File: config.mk
export PLATFORM = sky130hd
export DESIGN_NAME = button_conditioner_flat
export DESIGN_NICKNAME = d
export VERILOG_FILES = /design/src/rtl/button_conditioner_if.sv /design/src/rtl/button_conditioner.sv /design/src/flat_wrapper.sv
export SDC_FILE = /design/constraint.sdc
export NUM_CORES = 1
export LEC_CHECK = 0
export ABC_AREA = 1
export CORE_ASPECT_RATIO = 0.7
export CORE_MARGIN = 10
export CORE_UTILIZATION = 56
export CTS_CLUSTER_SIZE = 8
export DETAILED_ROUTE_END_ITERATION = 10
export GPL_TIMING_DRIVEN = 0
export PLACE_DENSITY_LB_ADDON = 0.05
export SLEW_MARGIN = 15
export SYNTH_ARGS = -nofsm -noshare
export SYNTH_HDL_FRONTEND = slang
export SYNTH_SLANG_ARGS = --single-unit
File: constraint.sdc
create_clock -name clk -period 1.5 [get_ports clk]
set_input_delay 0.45 -clock clk [delete_from_list [all_inputs] [get_ports clk]]
set_output_delay 0.45 -clock clk [all_outputs]
set_load 0.02 [all_outputs]
File: src/rtl/button_conditioner_if.sv
// Button bundle between the board pins and the SoC core for the button conditioner.
// The release and repeat events carry a _pulse suffix because the bare words are SV keywords.
interface button_conditioner_if #(
    parameter int N_BUTTONS = 2
);
    logic [N_BUTTONS-1:0] btn_n;
    logic [N_BUTTONS-1:0] level;
    logic [N_BUTTONS-1:0] press;
    logic [N_BUTTONS-1:0] release_pulse;
    logic [N_BUTTONS-1:0] repeat_pulse;

    modport master (
        output btn_n,
        input  level,
        input  press,
        input  release_pulse,
        input  repeat_pulse
    );

    modport slave (
        input  btn_n,
        output level,
        output press,
        output release_pulse,
        output repeat_pulse
    );
endinterface

File: src/rtl/button_conditioner.sv
// Per-channel push-button front end: 2-flop synchroniser with inversion, counter debouncer,
// and registered press/release/auto-repeat pulse generation. Channels share no state.
module button_conditioner #(
    parameter int N_BUTTONS       = 2,
    parameter int DEBOUNCE_CYCLES = 240000,
    parameter int REPEAT_DELAY    = 12000000,
    parameter int REPEAT_PERIOD   = 3000000
) (
    input logic                 clk,
    input logic                 reset,
    button_conditioner_if.slave bus
);
    localparam int DB_W = $clog2(DEBOUNCE_CYCLES + 1);
    localparam logic [DB_W-1:0] DB_LAST = DB_W'(DEBOUNCE_CYCLES - 1);

    for (genvar i = 0; i < N_BUTTONS; i++) begin : g_ch
        logic            s1_r;
        logic            s2_r;
        logic            level_r;
        logic            press_r;
        logic            release_r;
        logic [DB_W-1:0] db_cnt_r;
        logic [DB_W-1:0] db_cnt_s;
        logic            level_s;
        logic            press_s;
        logic            release_s;

        // Debounce next state: any return of s2 to the current level restarts the count.
        always_comb begin
            db_cnt_s  = db_cnt_r;
            level_s   = level_r;
            press_s   = 1'b0;
            release_s = 1'b0;
            if (s2_r == level_r) begin
                db_cnt_s = {DB_W{1'b0}};
            end else if (db_cnt_r == DB_LAST) begin
                db_cnt_s  = {DB_W{1'b0}};
                level_s   = s2_r;
                press_s   = s2_r;
                release_s = ~s2_r;
            end else begin
                db_cnt_s = db_cnt_r + DB_W'(1);
            end
        end

        // Synchroniser, debounce counter and event registers.
        always_ff @(posedge clk) begin
            if (!reset) begin
                s1_r      <= 1'b0;
                s2_r      <= 1'b0;
                level_r   <= 1'b0;
                press_r   <= 1'b0;
                release_r <= 1'b0;
                db_cnt_r  <= {DB_W{1'b0}};
            end else begin
                s1_r      <= ~bus.btn_n[i];
                s2_r      <= s1_r;
                level_r   <= level_s;
                press_r   <= press_s;
                release_r <= release_s;
                db_cnt_r  <= db_cnt_s;
            end
        end

        assign bus.level[i]         = level_r;
        assign bus.press[i]         = press_r;
        assign bus.release_pulse[i] = release_r;

        if (REPEAT_PERIOD != 0) begin : g_rpt
            localparam int RP_MAX = (REPEAT_DELAY > REPEAT_PERIOD) ? REPEAT_DELAY : REPEAT_PERIOD;
            localparam int RP_W   = $clog2(RP_MAX + 1);
            localparam logic [RP_W-1:0] RP_DELAY_LOAD  = RP_W'(REPEAT_DELAY - 1);
            localparam logic [RP_W-1:0] RP_PERIOD_LOAD = RP_W'(REPEAT_PERIOD - 1);

            logic [RP_W-1:0] rp_cnt_r;
            logic [RP_W-1:0] rp_cnt_s;
            logic            repeat_r;
            logic            repeat_s;

            // Repeat next state: a falling level in this cycle clears the counter before any pulse.
            always_comb begin
                rp_cnt_s = rp_cnt_r;
                repeat_s = 1'b0;
                if (level_s && !level_r) begin
                    rp_cnt_s = RP_DELAY_LOAD;
                end else if (level_r && level_s) begin
                    if (rp_cnt_r == {RP_W{1'b0}}) begin
                        repeat_s = 1'b1;
                        rp_cnt_s = RP_PERIOD_LOAD;
                    end else begin
                        rp_cnt_s = rp_cnt_r - RP_W'(1);
                    end
                end else begin
                    rp_cnt_s = {RP_W{1'b0}};
                end
            end

            // Repeat counter and pulse register.
            always_ff @(posedge clk) begin
                if (!reset) begin
                    rp_cnt_r <= {RP_W{1'b0}};
                    repeat_r <= 1'b0;
                end else begin
                    rp_cnt_r <= rp_cnt_s;
                    repeat_r <= repeat_s;
                end
            end

            assign bus.repeat_pulse[i] = repeat_r;
        end else begin : g_no_rpt
            assign bus.repeat_pulse[i] = 1'b0;
        end
    end
endmodule

File: src/flat_wrapper.sv
// flat-port wrapper written by rule: the top's interface ports become plain ports
module button_conditioner_flat 
#(
    parameter int N_BUTTONS       = 2,
    parameter int DEBOUNCE_CYCLES = 240000,
    parameter int REPEAT_DELAY    = 12000000,
    parameter int REPEAT_PERIOD   = 3000000
)
  (clk, reset, bus_btn_n, bus_level, bus_press, bus_release_pulse, bus_repeat_pulse);
  button_conditioner_if #(.N_BUTTONS(N_BUTTONS)) bus_i ();
  input logic clk;
  input logic reset;
  input wire logic [$bits(bus_i.btn_n)-1:0] bus_btn_n;
  output wire logic [$bits(bus_i.level)-1:0] bus_level;
  output wire logic [$bits(bus_i.press)-1:0] bus_press;
  output wire logic [$bits(bus_i.release_pulse)-1:0] bus_release_pulse;
  output wire logic [$bits(bus_i.repeat_pulse)-1:0] bus_repeat_pulse;
  assign bus_i.btn_n = bus_btn_n;
  assign bus_level = bus_i.level;
  assign bus_press = bus_i.press;
  assign bus_release_pulse = bus_i.release_pulse;
  assign bus_repeat_pulse = bus_i.repeat_pulse;
  button_conditioner #(.N_BUTTONS(N_BUTTONS), .DEBOUNCE_CYCLES(DEBOUNCE_CYCLES), .REPEAT_DELAY(REPEAT_DELAY), .REPEAT_PERIOD(REPEAT_PERIOD)) u_core (.clk(clk), .reset(reset), .bus(bus_i));
endmodule
==> results.sh <==
export IMPL_outcome="complete, but fails checks"
export IMPL_violations="setup timing"
export IMPL_pwr_share_seq_pct=50.6
export IMPL_cts_root_buf="clkbuf_16"
export IMPL_drt_iter0_drc=286
export IMPL_syn_area_mm2=0.00494
export IMPL_synth_top_family_by_area="simple AND/OR/NAND/NOR gates"
export IMPL_synth_cell_types=31
export IMPL_final_antenna_net_count=0
export IMPL_avgSynthCellArea_um2=6.79
export IMPL_initial_utilization_pct=58.0
export IMPL_postLayoutCoreUtil_pct=75.6
export IMPL_fmax_ghz=0.636
export IMPL_syn_nets=737
export IMPL_wl_per_cell_um=13.8
export IMPL_hpwlAfterDp_mm=8.15
export IMPL_cp_max_fo=7
export IMPL_p_leak_uw=0.00301
export IMPL_vias=4899
export IMPL_areaGrowthSynthToFinish_pct=30.2
export IMPL_grt_antenna_before_repair=0
export IMPL_synth_seq_cells=96
export IMPL_cts_sinks=96
export IMPL_p_sw_uw=1020
export IMPL_ys_warn_count=0
export IMPL_slew_violations=0
export IMPL_hold_buffers=0
export IMPL_cp_end_kind="flop"
export IMPL_muxShareOfSynthArea_pct=0
export IMPL_finalClockSkew_ns=0.00635
export IMPL_p_int_uw=4020
export IMPL_p_comb_share_pct=1.0
export IMPL_swShare_pct=20.3
export IMPL_maxSlewHeadroom_pct=75.5
export IMPL_ys_seq_area_share_pct=38.9
export IMPL_synth_compound_area_share_pct=6.10
export IMPL_die_y_um=98.6
export IMPL_grt_ovfl_total=0
export IMPL_clock_path_buffers=2
export IMPL_worst_pin_slew_ns=0.366
export IMPL_peakVddDrop_v=0.000597
export IMPL_core_mm2=0.00851
export IMPL_worstSetupPathType="reg2reg"
export IMPL_drv_cap=0
export IMPL_post_place_ws_ns=-0.493
export IMPL_io_pin_count=12
export IMPL_finalHoldViolCount=0
export IMPL_first_pass_iters=5
export IMPL_clkLatencyLatePin_ns=0.35
export IMPL_synth_edf_count=0
export IMPL_worstPathRequired_ns=1.78
export IMPL_n_antenna_cell=0
export IMPL_cts_buffers=9
export IMPL_setup_ws_ns=-0.0719
export IMPL_die_area_mm2=0.0130
export IMPL_grtUsageTotal_pct=18.0
export IMPL_startpoint_type="flop"
export IMPL_power_uw=5050
export IMPL_routed_wl_mm=12.7
export IMPL_final_cell_mix="nand2_1 (132), nor2_1 (111), inv_1 (77), dfxtp_1 (77), buf_4 (47)"
export IMPL_synthFlopType="dfxtp_1"
export IMPL_drive_above_1_share_pct=28.6
export IMPL_grt_pass1_wl_mm=19.8
export IMPL_htreeDepth=3
export IMPL_setup_viol=23
export IMPL_layout_commonest_cell="nand2_1"
export IMPL_grt_pass1_vias=4290
export IMPL_port_buffers=11
export IMPL_synthCells=727
export IMPL_p_clk_share_pct=48.4
export IMPL_cp_arrival_ns=1.85
export IMPL_cts_tree="built"
export IMPL_post_synth_fa_ha_maj_area_fraction_pct=1.52
export IMPL_pwr_density_cell_mw_per_mm2=785
export IMPL_routabilityCongestion=0.958
export IMPL_vias_per_cell=5.33
export IMPL_drc_errors=0
export IMPL_async_reset_ff_share_pct=0
export IMPL_synthSimpleGateAreaFrac_pct=38.9
export IMPL_std_cell_rows=28
export IMPL_clkTransAtPathRegs_ns=0.07
export IMPL_period_share_pct=105
export IMPL_synth_xor_area_share_pct=5.67
export IMPL_layout_min_cycle_time_ns=1.57
export IMPL_grt_max_degree=16
export IMPL_rsz0062_at_grt="true"
export IMPL_num_nets_final=806
export IMPL_die_w_um=132
export IMPL_worstHoldPathType="reg2reg"
==> repair_timing <==
action	4_1_cts	5_1_grt
gates cloned	3	0
gates resized for setup	87	122
endpoints found under the setup margin	91	80
buffers inserted	24	20
pin swaps	19	31
==> power groups by stage <==
stage	logic [µW]	clock network, µW	registers (µW)
floorplan	21.3	0	2620
global placement	36.5	0	2620
detailed placement	36.6	0	2620
CTS	48.4	2460	2560
global route	56.1	2570	2550
finish	51.3	2440	2550
==> synth_stat cells, types with 7 or more instances <==
cell type / n / share of area (%)
a21oi_1: 29 / 2.9
buf_4: 9 / 1.4
dfxtp_1: 96 / 39
inv_1: 86 / 6.5
nand2_1: 153 / 12
nand3_1: 58 / 5.9
nand4_1: 17 / 2.2
nor2_1: 144 / 11
nor2_2: 8 / 1.0
nor3_1: 23 / 2.3
nor3b_1: 7 / 1.1
o21ai_0: 21 / 2.1
xnor2_1: 12 / 2.1
xor2_1: 20 / 3.5
==> final timing paths <==
| check | startpoint | to | slack [ns] | cells after the start |
|---|---|---|---|---|
| worst max-delay path | u_core.g_ch[0].db_cnt_r[1] | u_core.g_ch[0].g_rpt.rp_cnt_r[20] | -0.07 | 8 |
| worst min-delay path | u_core.g_ch[0].s1_r | u_core.g_ch[0].s2_r | 0.42 | 2 |
| worst max register to register | u_core.g_ch[0].db_cnt_r[1] | u_core.g_ch[0].g_rpt.rp_cnt_r[20] | -0.07 | 8 |
| worst min register to register | u_core.g_ch[0].s1_r | u_core.g_ch[0].s2_r | 0.42 | 2 |
==> final cells by class <==
type                            count  area (µm²)
Timing Repair Buffer               57         479
Buffer                             14         124
Clock inverter                      5        82.6
Sequential cell                    96        1960
Fill cell                         657        2080
Inverter                           88         334
Multi-Input combinational cell    530        3080
Clock buffer                       10         229
Tap cell                          120         150
==> critical path, cell delays in order, from the launching register on <==
cell,delay (ns)
dfxtp_2,0.36
ha_4,0.16
nand2_4,0.06
nor3_4,0.19
buf_6,0.15
nand3b_1,0.09
nor3_2,0.15
nand3_2,0.22
o21ai_1,0.13
==> sequential cells by signal, indices dropped and copies added (netlist names) <==
| signal | flops |
|---|---|
| u_core.g_ch.g_rpt.repeat_r | 2 |
| u_core.g_ch.s1_r | 2 |
| u_core.g_ch.s2_r | 2 |
| u_core.g_ch.g_rpt.rp_cnt_r | 48 |
| u_core.g_ch.press_r | 2 |
| u_core.g_ch.db_cnt_r | 36 |
| u_core.g_ch.release_r | 2 |
| u_core.g_ch.level_r | 2 |
==> metrics by stage <==
step                hold slack [ns]  TNS [ns]  area, µm²  cells
finish                        0.417    -0.749       6430    920
global route                  0.452     -4.11       6430    920
global placement              0.397    -22.01       5200    858
CTS                           0.421    -0.252       5950    900
detailed placement            0.404    -23.66       5200    858
floorplan                     0.390         0       4940    727
==> per-layer routing <==
layer | global-route usage (%) | vias up | part of all wire (%)
met1 | 24.2 | 2272 | 47
met2 | 28.2 | 147 | 45
met3 | 4.46 | 35 | 6.3
met4 | 5.14 | 0 | 1.9
met5 | 0 | - | 0
li1 | - | 2445 | -
==> kinds of logic (layout without fill, tap and decap cells) <==
group | Yosys count | after routing
adder cells (fa/ha/maj) | 6 | 6
AO/OA/AOI/OAI | 58 | 58
XOR/XNOR | 32 | 32
AND/OR/NAND/NOR | 433 | 434
buffers and inverters | 102 | 174
flip-flops | 96 | 96
(Power assumes the default switching activity.)
